--- config.mk ---
export PLATFORM = sky130hd
export DESIGN_NAME = pad_sclk_burst_gen_flat
export DESIGN_NICKNAME = d
export VERILOG_FILES = /design/src/rtl/pad_pkg.sv /design/src/rtl/pad_sclk_burst_gen_if.sv /design/src/rtl/pad_half_tick.sv /design/src/rtl/pad_sclk_burst_gen.sv /design/src/flat_wrapper.sv
export SDC_FILE = /design/constraint.sdc
export NUM_CORES = 1
export LEC_CHECK = 0
export BUFFER_PORTS_ARGS = -buffer_cell sky130_fd_sc_hd__buf_4
export CORE_MARGIN = 2
export CORE_UTILIZATION = 50
export DETAILED_ROUTE_END_ITERATION = 8
export GPL_TIMING_DRIVEN = 0
export PLACE_DENSITY = 0.71
export SETUP_SLACK_MARGIN = 0.05
export SYNTH_ARGS = -nofsm -noshare
export SYNTH_HDL_FRONTEND = slang
export SYNTH_HIERARCHICAL = 1
export SYNTH_SLANG_ARGS = --single-unit
export TNS_END_PERCENT = 20
--- constraint.sdc ---
create_clock -name clk_50mhz -period 3.3 [get_ports clk_50mhz]
set_input_delay 0.66 -clock clk_50mhz [delete_from_list [all_inputs] [get_ports clk_50mhz]]
set_output_delay 0.66 -clock clk_50mhz [all_outputs]
set_load 0.1 [all_outputs]
--- src/rtl/pad_pkg.sv ---
// Shared definitions for the gated pad clock burst generator.
//   pad_sclk_state_e   : burst FSM states (idle, active half, rest half)
//   PAD_CLK_HZ_DEFAULT : nominal pad clock rate
//   SYS_CLK_HZ_DEFAULT : nominal system clock rate
//   half_div()         : system clocks per pad clock half-period
package pad_pkg;

    typedef enum logic [1:0] {
        IDLE = 2'd0,
        ACT  = 2'd1,
        REST = 2'd2
    } pad_sclk_state_e;

    localparam int PAD_CLK_HZ_DEFAULT = 500_000;
    localparam int SYS_CLK_HZ_DEFAULT = 50_000_000;

    function automatic int half_div(input int clk_hz, input int sclk_hz);
        return clk_hz / (2 * sclk_hz);
    endfunction

endpackage

--- src/rtl/pad_sclk_burst_gen_if.sv ---
// Handshake/pad bundle between the transaction sequencer and the burst generator.
//   start, nbits, abort          : requests from the sequencer (master drives)
//   pad_clk                      : pad clock to the pin
//   lead_stb, trail_stb          : shift / sample strobes in the system clock domain
//   bit_idx, busy, done          : burst progress and completion
interface pad_sclk_burst_gen_if #(
    parameter int NBITS_MAX = 8
) ();
    import pad_pkg::*;

    localparam int NB_W = $clog2(NBITS_MAX + 1);

    logic            start;
    logic [NB_W-1:0] nbits;
    logic            abort;
    logic            pad_clk;
    logic            lead_stb;
    logic            trail_stb;
    logic [NB_W-1:0] bit_idx;
    logic            busy;
    logic            done;

    modport master (
        output start, nbits, abort,
        input  pad_clk, lead_stb, trail_stb, bit_idx, busy, done
    );

    modport slave (
        input  start, nbits, abort,
        output pad_clk, lead_stb, trail_stb, bit_idx, busy, done
    );

endinterface

--- src/rtl/pad_half_tick.sv ---
// Half-period counter for the pad clock generator.
//   clk_50mhz : system clock
//   rst_n     : synchronous active-low reset
//   clr       : synchronous clear (takes effect at the next edge)
//   tc        : high while the count sits at HALF_DIV-1
module pad_half_tick
    import pad_pkg::*;
#(
    parameter int HALF_DIV = 50
) (
    input  logic clk_50mhz,
    input  logic rst_n,
    input  logic clr,
    output logic tc
);

    localparam int              CNT_W  = $clog2(HALF_DIV);
    localparam logic [CNT_W-1:0] TC_VAL = CNT_W'(HALF_DIV - 1);

    logic [CNT_W-1:0] cnt_q;
    logic [CNT_W-1:0] cnt_d;

    assign tc = (cnt_q == TC_VAL);

    // Wrap on terminal count so the counter never leaves 0..HALF_DIV-1.
    always_comb begin
        cnt_d = cnt_q + CNT_W'(1);
        if (clr || tc) begin
            cnt_d = '0;
        end
    end

    always_ff @(posedge clk_50mhz) begin
        if (!rst_n) begin
            cnt_q <= '0;
        end else begin
            cnt_q <= cnt_d;
        end
    end

endmodule

--- src/rtl/pad_sclk_burst_gen.sv ---
// Gated pad clock burst generator. Emits exactly nbits pad clock cycles per
// accepted request, holding IDLE_LEVEL between bursts, and produces one-cycle
// lead (shift) / trail (sample) strobes aligned with the pad clock edges.
//   clk_50mhz : system clock
//   rst_n     : synchronous active-low reset
//   bus       : slave side of pad_sclk_burst_gen_if (start/nbits/abort in,
//               pad_clk/lead_stb/trail_stb/bit_idx/busy/done out, all registered)
module pad_sclk_burst_gen
    import pad_pkg::*;
#(
    parameter int   HALF_DIV   = half_div(SYS_CLK_HZ_DEFAULT, PAD_CLK_HZ_DEFAULT),
    parameter logic IDLE_LEVEL = 1'b1,
    parameter int   NBITS_MAX  = 8
) (
    input  logic                clk_50mhz,
    input  logic                rst_n,
    pad_sclk_burst_gen_if.slave bus
);

    localparam int              NB_W   = $clog2(NBITS_MAX + 1);
    localparam logic [NB_W-1:0] NB_MAX = NB_W'(NBITS_MAX);

    pad_sclk_state_e state_q, state_d;
    logic            pad_clk_q, pad_clk_d;
    logic            lead_q, lead_d;
    logic            trail_q, trail_d;
    logic            busy_q, busy_d;
    logic            done_q, done_d;
    logic [NB_W-1:0] bit_idx_q, bit_idx_d;
    logic [NB_W-1:0] nbits_q, nbits_d;

    logic tc;
    logic half_clr;

    // The half counter restarts on every state change and is parked at zero
    // while idle, so each ACT/REST half lasts exactly HALF_DIV cycles.
    assign half_clr = (state_d != state_q) || (state_q == IDLE);

    pad_half_tick #(
        .HALF_DIV (HALF_DIV)
    ) u_half_tick (
        .clk_50mhz (clk_50mhz),
        .rst_n     (rst_n),
        .clr       (half_clr),
        .tc        (tc)
    );

    always_comb begin
        state_d   = state_q;
        pad_clk_d = pad_clk_q;
        lead_d    = 1'b0;
        trail_d   = 1'b0;
        done_d    = 1'b0;
        busy_d    = busy_q;
        bit_idx_d = bit_idx_q;
        nbits_d   = nbits_q;

        case (state_q)
            IDLE: begin
                if (bus.start) begin
                    if (bus.nbits == '0) begin
                        // Zero-length burst completes immediately, pad untouched.
                        done_d = 1'b1;
                    end else begin
                        state_d   = ACT;
                        pad_clk_d = ~IDLE_LEVEL;
                        lead_d    = 1'b1;
                        busy_d    = 1'b1;
                        bit_idx_d = '0;
                        nbits_d   = (bus.nbits > NB_MAX) ? NB_MAX : bus.nbits;
                    end
                end
            end
            ACT: begin
                if (bus.abort) begin
                    // Forced trailing edge deliberately raises no strobe.
                    state_d   = IDLE;
                    pad_clk_d = IDLE_LEVEL;
                    busy_d    = 1'b0;
                end else if (tc) begin
                    state_d   = REST;
                    pad_clk_d = IDLE_LEVEL;
                    trail_d   = 1'b1;
                end
            end
            REST: begin
                if (bus.abort) begin
                    state_d   = IDLE;
                    pad_clk_d = IDLE_LEVEL;
                    busy_d    = 1'b0;
                end else if (tc) begin
                    if (bit_idx_q < nbits_q - NB_W'(1)) begin
                        state_d   = ACT;
                        pad_clk_d = ~IDLE_LEVEL;
                        lead_d    = 1'b1;
                        bit_idx_d = bit_idx_q + NB_W'(1);
                    end else begin
                        // The final REST half doubles as the trailing idle gap.
                        state_d = IDLE;
                        busy_d  = 1'b0;
                        done_d  = 1'b1;
                    end
                end
            end
            default: begin
                state_d   = IDLE;
                pad_clk_d = IDLE_LEVEL;
                busy_d    = 1'b0;
            end
        endcase
    end

    always_ff @(posedge clk_50mhz) begin
        if (!rst_n) begin
            state_q   <= IDLE;
            pad_clk_q <= IDLE_LEVEL;
            lead_q    <= 1'b0;
            trail_q   <= 1'b0;
            busy_q    <= 1'b0;
            done_q    <= 1'b0;
            bit_idx_q <= '0;
            nbits_q   <= '0;
        end else begin
            state_q   <= state_d;
            pad_clk_q <= pad_clk_d;
            lead_q    <= lead_d;
            trail_q   <= trail_d;
            busy_q    <= busy_d;
            done_q    <= done_d;
            bit_idx_q <= bit_idx_d;
            nbits_q   <= nbits_d;
        end
    end

    assign bus.pad_clk   = pad_clk_q;
    assign bus.lead_stb  = lead_q;
    assign bus.trail_stb = trail_q;
    assign bus.bit_idx   = bit_idx_q;
    assign bus.busy      = busy_q;
    assign bus.done      = done_q;

endmodule

--- src/flat_wrapper.sv ---
// flat-port wrapper written by rule: the top's interface ports become plain ports
module pad_sclk_burst_gen_flat import pad_pkg::*;
#(
    parameter int   HALF_DIV   = half_div(SYS_CLK_HZ_DEFAULT, PAD_CLK_HZ_DEFAULT),
    parameter logic IDLE_LEVEL = 1'b1,
    parameter int   NBITS_MAX  = 8
)
  (clk_50mhz, rst_n, bus_start, bus_nbits, bus_abort, bus_pad_clk, bus_lead_stb, bus_trail_stb, bus_bit_idx, bus_busy, bus_done);
  pad_sclk_burst_gen_if #(.NBITS_MAX(NBITS_MAX)) bus_i ();
  input  logic clk_50mhz;
  input  logic rst_n;
  input wire logic [$bits(bus_i.start)-1:0] bus_start;
  input wire logic [$bits(bus_i.nbits)-1:0] bus_nbits;
  input wire logic [$bits(bus_i.abort)-1:0] bus_abort;
  output wire logic [$bits(bus_i.pad_clk)-1:0] bus_pad_clk;
  output wire logic [$bits(bus_i.lead_stb)-1:0] bus_lead_stb;
  output wire logic [$bits(bus_i.trail_stb)-1:0] bus_trail_stb;
  output wire logic [$bits(bus_i.bit_idx)-1:0] bus_bit_idx;
  output wire logic [$bits(bus_i.busy)-1:0] bus_busy;
  output wire logic [$bits(bus_i.done)-1:0] bus_done;
  assign bus_i.start = bus_start;
  assign bus_i.nbits = bus_nbits;
  assign bus_i.abort = bus_abort;
  assign bus_pad_clk = bus_i.pad_clk;
  assign bus_lead_stb = bus_i.lead_stb;
  assign bus_trail_stb = bus_i.trail_stb;
  assign bus_bit_idx = bus_i.bit_idx;
  assign bus_busy = bus_i.busy;
  assign bus_done = bus_i.done;
  pad_sclk_burst_gen #(.HALF_DIV(HALF_DIV), .IDLE_LEVEL(IDLE_LEVEL), .NBITS_MAX(NBITS_MAX)) u_core (.clk_50mhz(clk_50mhz), .rst_n(rst_n), .bus(bus_i));
endmodule
==> results of run 1 <==
## how the worst min path moves through the flow
stage,from,to,slack [ps],depth (start not counted)
6_report,u_core/nbits_q[1]$_SDFFE_PN0P_,u_core/nbits_q[1]$_SDFFE_PN0P_,490,2
5_1_grt,u_core/u_half_tick/cnt_q[0]$_SDFF_PP0_,u_core/u_half_tick/cnt_q[0]$_SDFF_PP0_,520,1
4_1_cts,u_core/nbits_q[1]$_SDFFE_PN0P_,u_core/nbits_q[1]$_SDFFE_PN0P_,490,2
3_5_place_dp,u_core/u_half_tick/cnt_q[0]$_SDFF_PP0_,u_core/u_half_tick/cnt_q[0]$_SDFF_PP0_,470,1
3_3_place_gp,u_core/u_half_tick/cnt_q[0]$_SDFF_PP0_,u_core/u_half_tick/cnt_q[0]$_SDFF_PP0_,460,1
2_1_floorplan,u_core/u_half_tick/cnt_q[0]$_SDFF_PP0_,u_core/u_half_tick/cnt_q[0]$_SDFF_PP0_,440,1
## worst max-delay path: cells and delay by family, from the launching register on
family	cells	cell delay [ps]
AND/OR/NAND/NOR	4	1690
flip-flops	1	410
adder cells (fa/ha/maj)	1	180
AO/OA/AOI/OAI	1	160
## layout by cell type, fill, tap and decap left out, types with 3 or more instances in the layout
master and count:
nand3_1 3, nor2_1 9, or3_1 3, a21boi_1 6
o21ai_1 4, nand3b_1 5, dfxtp_1 21, nor2b_1 3
inv_1 4, buf_4 16, ha_1 7, a21oi_1 4
nand2b_1 4, xnor2_1 4, clkbuf_4 3, nand2_1 10
## cell families after synthesis
logic type / after synthesis / synth area share, %
and+or+nand+nor: 53 / 28.62
DFF: 21 / 36.01
buffers and inverters: 9 / 3.643
adders and majority gates: 7 / 7.502
muxes: 1 / 0.8575
xor gates and xnor gates: 6 / 4.502
AOI/OAI and AO/OA: 27 / 18.86
## metal layers
metal	vias up	part of all wire (%)	wire length, um	GRT usage, %
met4	0	0.79	17	7.692
li1	478	-	-	-
met2	23	47	1010	30.21
met1	431	48	1027	24.60
met3	2	4.5	96	3.429
met5	-	0	0	0
## through the flow
step	util, %	total power [mW]	setup slack [ps]	hold WS, ps
after floorplan	-	0.3346	1034	443.4
after global placement	59.79	0.3543	917.9	456.3
after detailed placement	59.79	0.3572	840.2	474.1
after CTS	61.03	0.4774	812.2	493.3
after global routing	61.03	0.4947	628.7	524.4
final	61.03	0.4709	806.2	487.4
## state kept, by name, summed over array words and instances (netlist names)
| register | flops |
|---|---|
| u_core/u_half_tick/cnt_q | 6 |
| u_core/bus.trail_stb | 1 |
| u_core/bus.busy | 1 |
| u_core/bus.pad_clk | 1 |
| u_core/bus.bit_idx | 4 |
| u_core/bus.done | 1 |
| u_core/bus.lead_stb | 1 |
| u_core/state_q | 2 |
| u_core/nbits_q | 4 |
## Yosys cell counts (all sizes together)
cell type   n
a21oi       5
a22oi       1
nand4       1
or4         2
o22ai       1
inv         5
nand3       5
xor2        2
buf         2
and4bb      1
o41ai       1
nand2      13
nand3b      5
nor3b       1
or3         3
o211ai      2
and3        1
and2        1
o21ai       6
nor4        1
nor2b       3
o31ai       2
xnor2       4
dfxtp      21
nor3        2
nor2       10
mux2i       1
ha          7
a21boi      8
clkbuf      2
nand2b      4
o211a       1
## where the power goes
| group | total, mW | switching, mW | internal, mW | leakage, nW |
|---|---|---|---|---|
| logic | 0.0843 | 0.0523 | 0.0320 | 0.339 |
| registers | 0.266 | 0.00597 | 0.260 | 0.171 |
| clock network | 0.120 | 0.0750 | 0.0451 | 0.0177 |
## area by class of cell
class	count	area (um^2)	area share (%)
multi-input combinational	94	704.4	52.18
clock buffer	3	22.52	1.668
sequential	21	420.4	31.14
tap	28	35.03	2.595
inverter	5	18.77	1.390
clock inverter	1	5.005	0.3707
timing repair buffer	16	120.1	8.897
buffer	4	23.77	1.761
==> flow_summary.yaml, run 1 <==
worst_setup_path:
  rrSetupSlack_ps: 810
  crit_arrival_ps: 2720
  max_stage_delay_ps: 840
  cp-start-kind: "flop"
  path_max_fanout: 8
  crit_start: "u_core/u_half_tick/cnt_q[0]$_SDFF_PP0_"
  critPathCapture: "u_core/bus.bit_idx[3]$_SDFFE_PN0P_"
  reg2regPathDepth: 6
  end_kind: "flop"
  r2r_end: "u_core/bus.bit_idx[3]$_SDFFE_PN0P_"
  crit_required_ps: 3530
  cpMaxStageDelayCell: "nor4_1"
  worstPathCellList: "ha_1 -> nand2_1 -> nor4_1 -> nand3_4 -> or4_1 -> a21boi_1"
  path_class: "reg2reg"
  timing.rr.start: "u_core/u_half_tick/cnt_q[0]$_SDFF_PP0_"
synthesis:
  avgSynthCellArea_um2: 9.414
  yosys.area.top_type: "dfxtp_1"
  synthCells: 124
  yosysSeqAreaShare_pct: 36.01
  synth_top_cells_by_area: "dfxtp_1, ha_1, a21boi_1, nand2_1, nand3b_1"
  syn_area_mm2: 0.001167
  yosys_warnings: 6
  ys_ff_latch: 21
  syn_nets: 139
  ys_types: 45
  synth_top_cell_area_share_pct: 36.01
clock_tree:
  root_buffer: "clkbuf_4"
  clkTransAtPathRegs_ps: 120
  cts_max_level: 1
  cts_buffers: 3
  clock_latency_ps: 300
  cts_resized: 0
  cts_setup_buffers: 0
  cts.sinks: 21
  cts_tree: "built"
  ctsHoldBuffers: 0
  cts_max_path_buffers: 2
floorplanning:
  initial_core_util_pct: 52.77
  core-area_mm2: 0.002212
  fp.dieArea_mm2: 0.002737
  pin_count: 17
  num_rows: 17
  die_y_um: 52.32
  fp.dieW_um: 52.32
placement:
  dp_hpwl_um: 1704
  placed_cell_area_mm2: 0.001323
  numPortBuffers: 16
  place_congestion: 0.7934
  dp.cells: 168
global_routing:
  antenna_found_initial: 0
  gr-total-overflow: 0
  grt_use_total_pct: 18.79
  grt_pass1_vias: 850
  grt_max_degree: 13
  grt_pass1_wl_um: 3739
route:
  drtIter0Drc: 7
  wl_per_cell_um: 12.51
  viasPerCell: 5.430
  routed_wl_um: 2152
  vias: 934
  firstDrtPassIters: 4
  drc: 0
  ant_nets: 0
sta:
  slew-limit-headroom_pct: 26.06
  hold_violations: 0
  min_period_ps: 2494
  slew_violations: 0
  rsz0062_at_grt: "no"
  tns_ps: 0
  min_period_over_period_pct: 75.57
  fmax_mhz: 401.0
  skew_ps: 7.405
  worstMarginPinSlew_ps: 1099
  setup_viol: 0
power:
  power.density_mw_per_mm2: 348.8
  ir_drop_uv: 274.5
  leakage_nw: 0.5277
cells_and_area:
  syn_to_final_growth_pct: 15.65
  fill_cells: 210
  instances_no_fill: 172
  drive_gt1_share_pct: 25.00
  final_area_mm2: 0.001350
  nets: 160
  diodes: 0
flow_run:
  cap_violations: 0
status:
  status: "finished clean"
worst_hold_path:
  hold_path_class: "reg2reg"
No activity file was read; power rests on OpenSTA's default activity.
==> run 2, diff against run 1 <==
Settings changed: PLACE_DENSITY 0.71 to 0.74.
Clock period 3.3 ns to 2.2 ns, I/O delays scaled along.
==> run 2 against run 1 <==
  * Core utilization is 1.2 points higher
  * Sequential cell count is the same
  * Die area unchanged
  * Combinational power is 52% higher
  * Sequential share of layout area shrank 0.26 points
  * Global-route usage decreased by 0.40 points
  * Hold slack got worse by 55 ps
  * Critical path depth up 1
  * Register-to-register slack worse by 620 ps
  * Setup slack worse by 620 ps
  * Cell area up 2.0%
  * Total power up 50%
  * Critical endpoint unchanged
  * Largest power group unchanged
==> flow_summary.yaml, run 2 (synthesized netlist as in run 1, its figures left out) <==
sta:
  skew_ps: 8.041
  tns_ps: 0
  slew-limit-headroom_pct: 67.79
  hold_violations: 0
  layout_setup_ws_ps: 189.4
  setup_viol: 0
  min_period_ps: 2011
  rsz0062_at_grt: "no"
  min_period_over_period_pct: 91.39
  slew_violations: 0
  worstMarginPinSlew_ps: 481.5
  fmax_mhz: 497.4
floorplanning:
  fp.dieArea_mm2: 0.002737
  core-area_mm2: 0.002212
  fp.dieW_um: 52.32
  num_rows: 17
  pin_count: 17
  initial_core_util_pct: 52.77
  die_y_um: 52.32
clock_tree:
  cts_max_path_buffers: 2
  cts_tree: "built"
  cts.sinks: 21
  root_buffer: "clkbuf_4"
  clock_latency_ps: 300
  cts_buffers: 3
  cts_setup_buffers: 0
  cts_max_level: 1
  clkTransAtPathRegs_ps: 110
cells_and_area:
  diodes: 0
  mostFrequentLayoutCells: "dfxtp_1, buf_4, nand2_1"
  top_register: "u_core/u_half_tick/cnt_q"
  drive_gt1_share_pct: 29.17
  syn_to_final_growth_pct: 18.01
  nets: 160
  layout_commonest_cell: "dfxtp_1"
  largest_reg_flops: 6
worst_setup_path:
  path_max_fanout: 4
  path_class: "reg2reg"
  timing.rr.start: "u_core/nbits_q[0]$_SDFFE_PN0P_"
  crit_arrival_ps: 2240
  reg2regPathDepth: 7
  critPathCapture: "u_core/bus.bit_idx[3]$_SDFFE_PN0P_"
  crit_required_ps: 2430
  crit_start: "u_core/nbits_q[0]$_SDFFE_PN0P_"
  rrSetupSlack_ps: 190
  cp-start-kind: "flop"
  end_kind: "flop"
  r2r_end: "u_core/bus.bit_idx[3]$_SDFFE_PN0P_"
power:
  power.density_mw_per_mm2: 512.4
  ir_drop_uv: 487.7
  p_total_uw: 705.8
  leakage_nw: 0.5291
route:
  viasPerCell: 5.477
  drc: 0
  drtIter0Drc: 3
  firstDrtPassIters: 4
  ant_nets: 0
  wl_per_cell_um: 12.90
  vias: 942
  routed_wl_um: 2219
global_routing:
  grt_max_degree: 13
  use_met3_pct: 3.429
  busiest_layer: "met2"
  gr-total-overflow: 0
  use_met2_pct: 30.83
  antenna_found_initial: 0
  grt_pass1_vias: 841
  grt_pass1_wl_um: 3788
  grt_use_total_pct: 18.39
  grtUsageMet1_pct: 23.98
flow_run:
  cap_violations: 0
placement:
  place_congestion: 0.7929
  place_ws_ps: -268.0
  dp_hpwl_um: 1657
  numPortBuffers: 16
worst_hold_path:
  hold_path_class: "in2reg"
status:
  status: "finished clean"
## run 2: cell types whose count changed in the layout (fill, tap and decap cells not counted), sizes merged
cell,previous run,this run
buf,18,17
clkbuf,5,6
## run 2: how the worst min path moves through the flow
stage,startpoint,end,slack (ps),cells after the start
floorplan,u_core/u_half_tick/cnt_q[0]$_SDFF_PP0_,u_core/u_half_tick/cnt_q[0]$_SDFF_PP0_,440,1
global placement,u_core/u_half_tick/cnt_q[0]$_SDFF_PP0_,u_core/u_half_tick/cnt_q[0]$_SDFF_PP0_,460,1
detailed placement,u_core/nbits_q[1]$_SDFFE_PN0P_,u_core/nbits_q[1]$_SDFFE_PN0P_,470,2
CTS,bus_nbits[3],u_core/nbits_q[3]$_SDFFE_PN0P_,420,3
global route,bus_nbits[0],u_core/nbits_q[0]$_SDFFE_PN0P_,410,3
finish,bus_nbits[0],u_core/nbits_q[0]$_SDFFE_PN0P_,430,3
## run 2: worst max-delay path, cell delays in order, from the launching register on
cell,delay (ps)
dfxtp_2,360
inv_1,50
ha_1,300
ha_1,180
nor3_1,260
a22oi_2,150
or4_1,510
a21boi_1,140
## run 2: what timing repair did
action	4_1_cts	5_1_grt
hold buffers	0	0
endpoints found under the setup margin	13	6
gates resized for setup	2	4
## run 2: report_power, final
group	internal, mW	switching, mW	total (mW)
logic	0.0487	0.0790	0.128
registers	0.391	0.00838	0.399
clock network	0.0676	0.111	0.179
## run 2: area by class of cell
type                    instances  area, um^2
fillers                       193       834.6
flip-flops and latches         21       425.4
well taps                      28       35.03
clock buffers                   3       22.52
plain buffers                   4       26.28
clock inverters                 1       5.005
repair buffers                 16       120.1
inverters                       5       18.77
multi-input cells              94       724.4
## run 2: through the flow
step	utilization (%)	cells	cell area, um^2	hold WS (ps)
after floorplan	-	124	1171	443.4
after global placement	59.95	168	1326	458.1
after detailed placement	59.95	168	1326	471.3
after CTS	61.88	172	1369	415.3
after global routing	62.27	172	1378	411.1
final	62.27	172	1378	432.3
## run 2: metal layers
metal	vias to the layer above	share of wire (%)
li1	480	-
met1	445	49
met2	15	47
met3	2	3.0
met4	0	0.41
met5	-	0
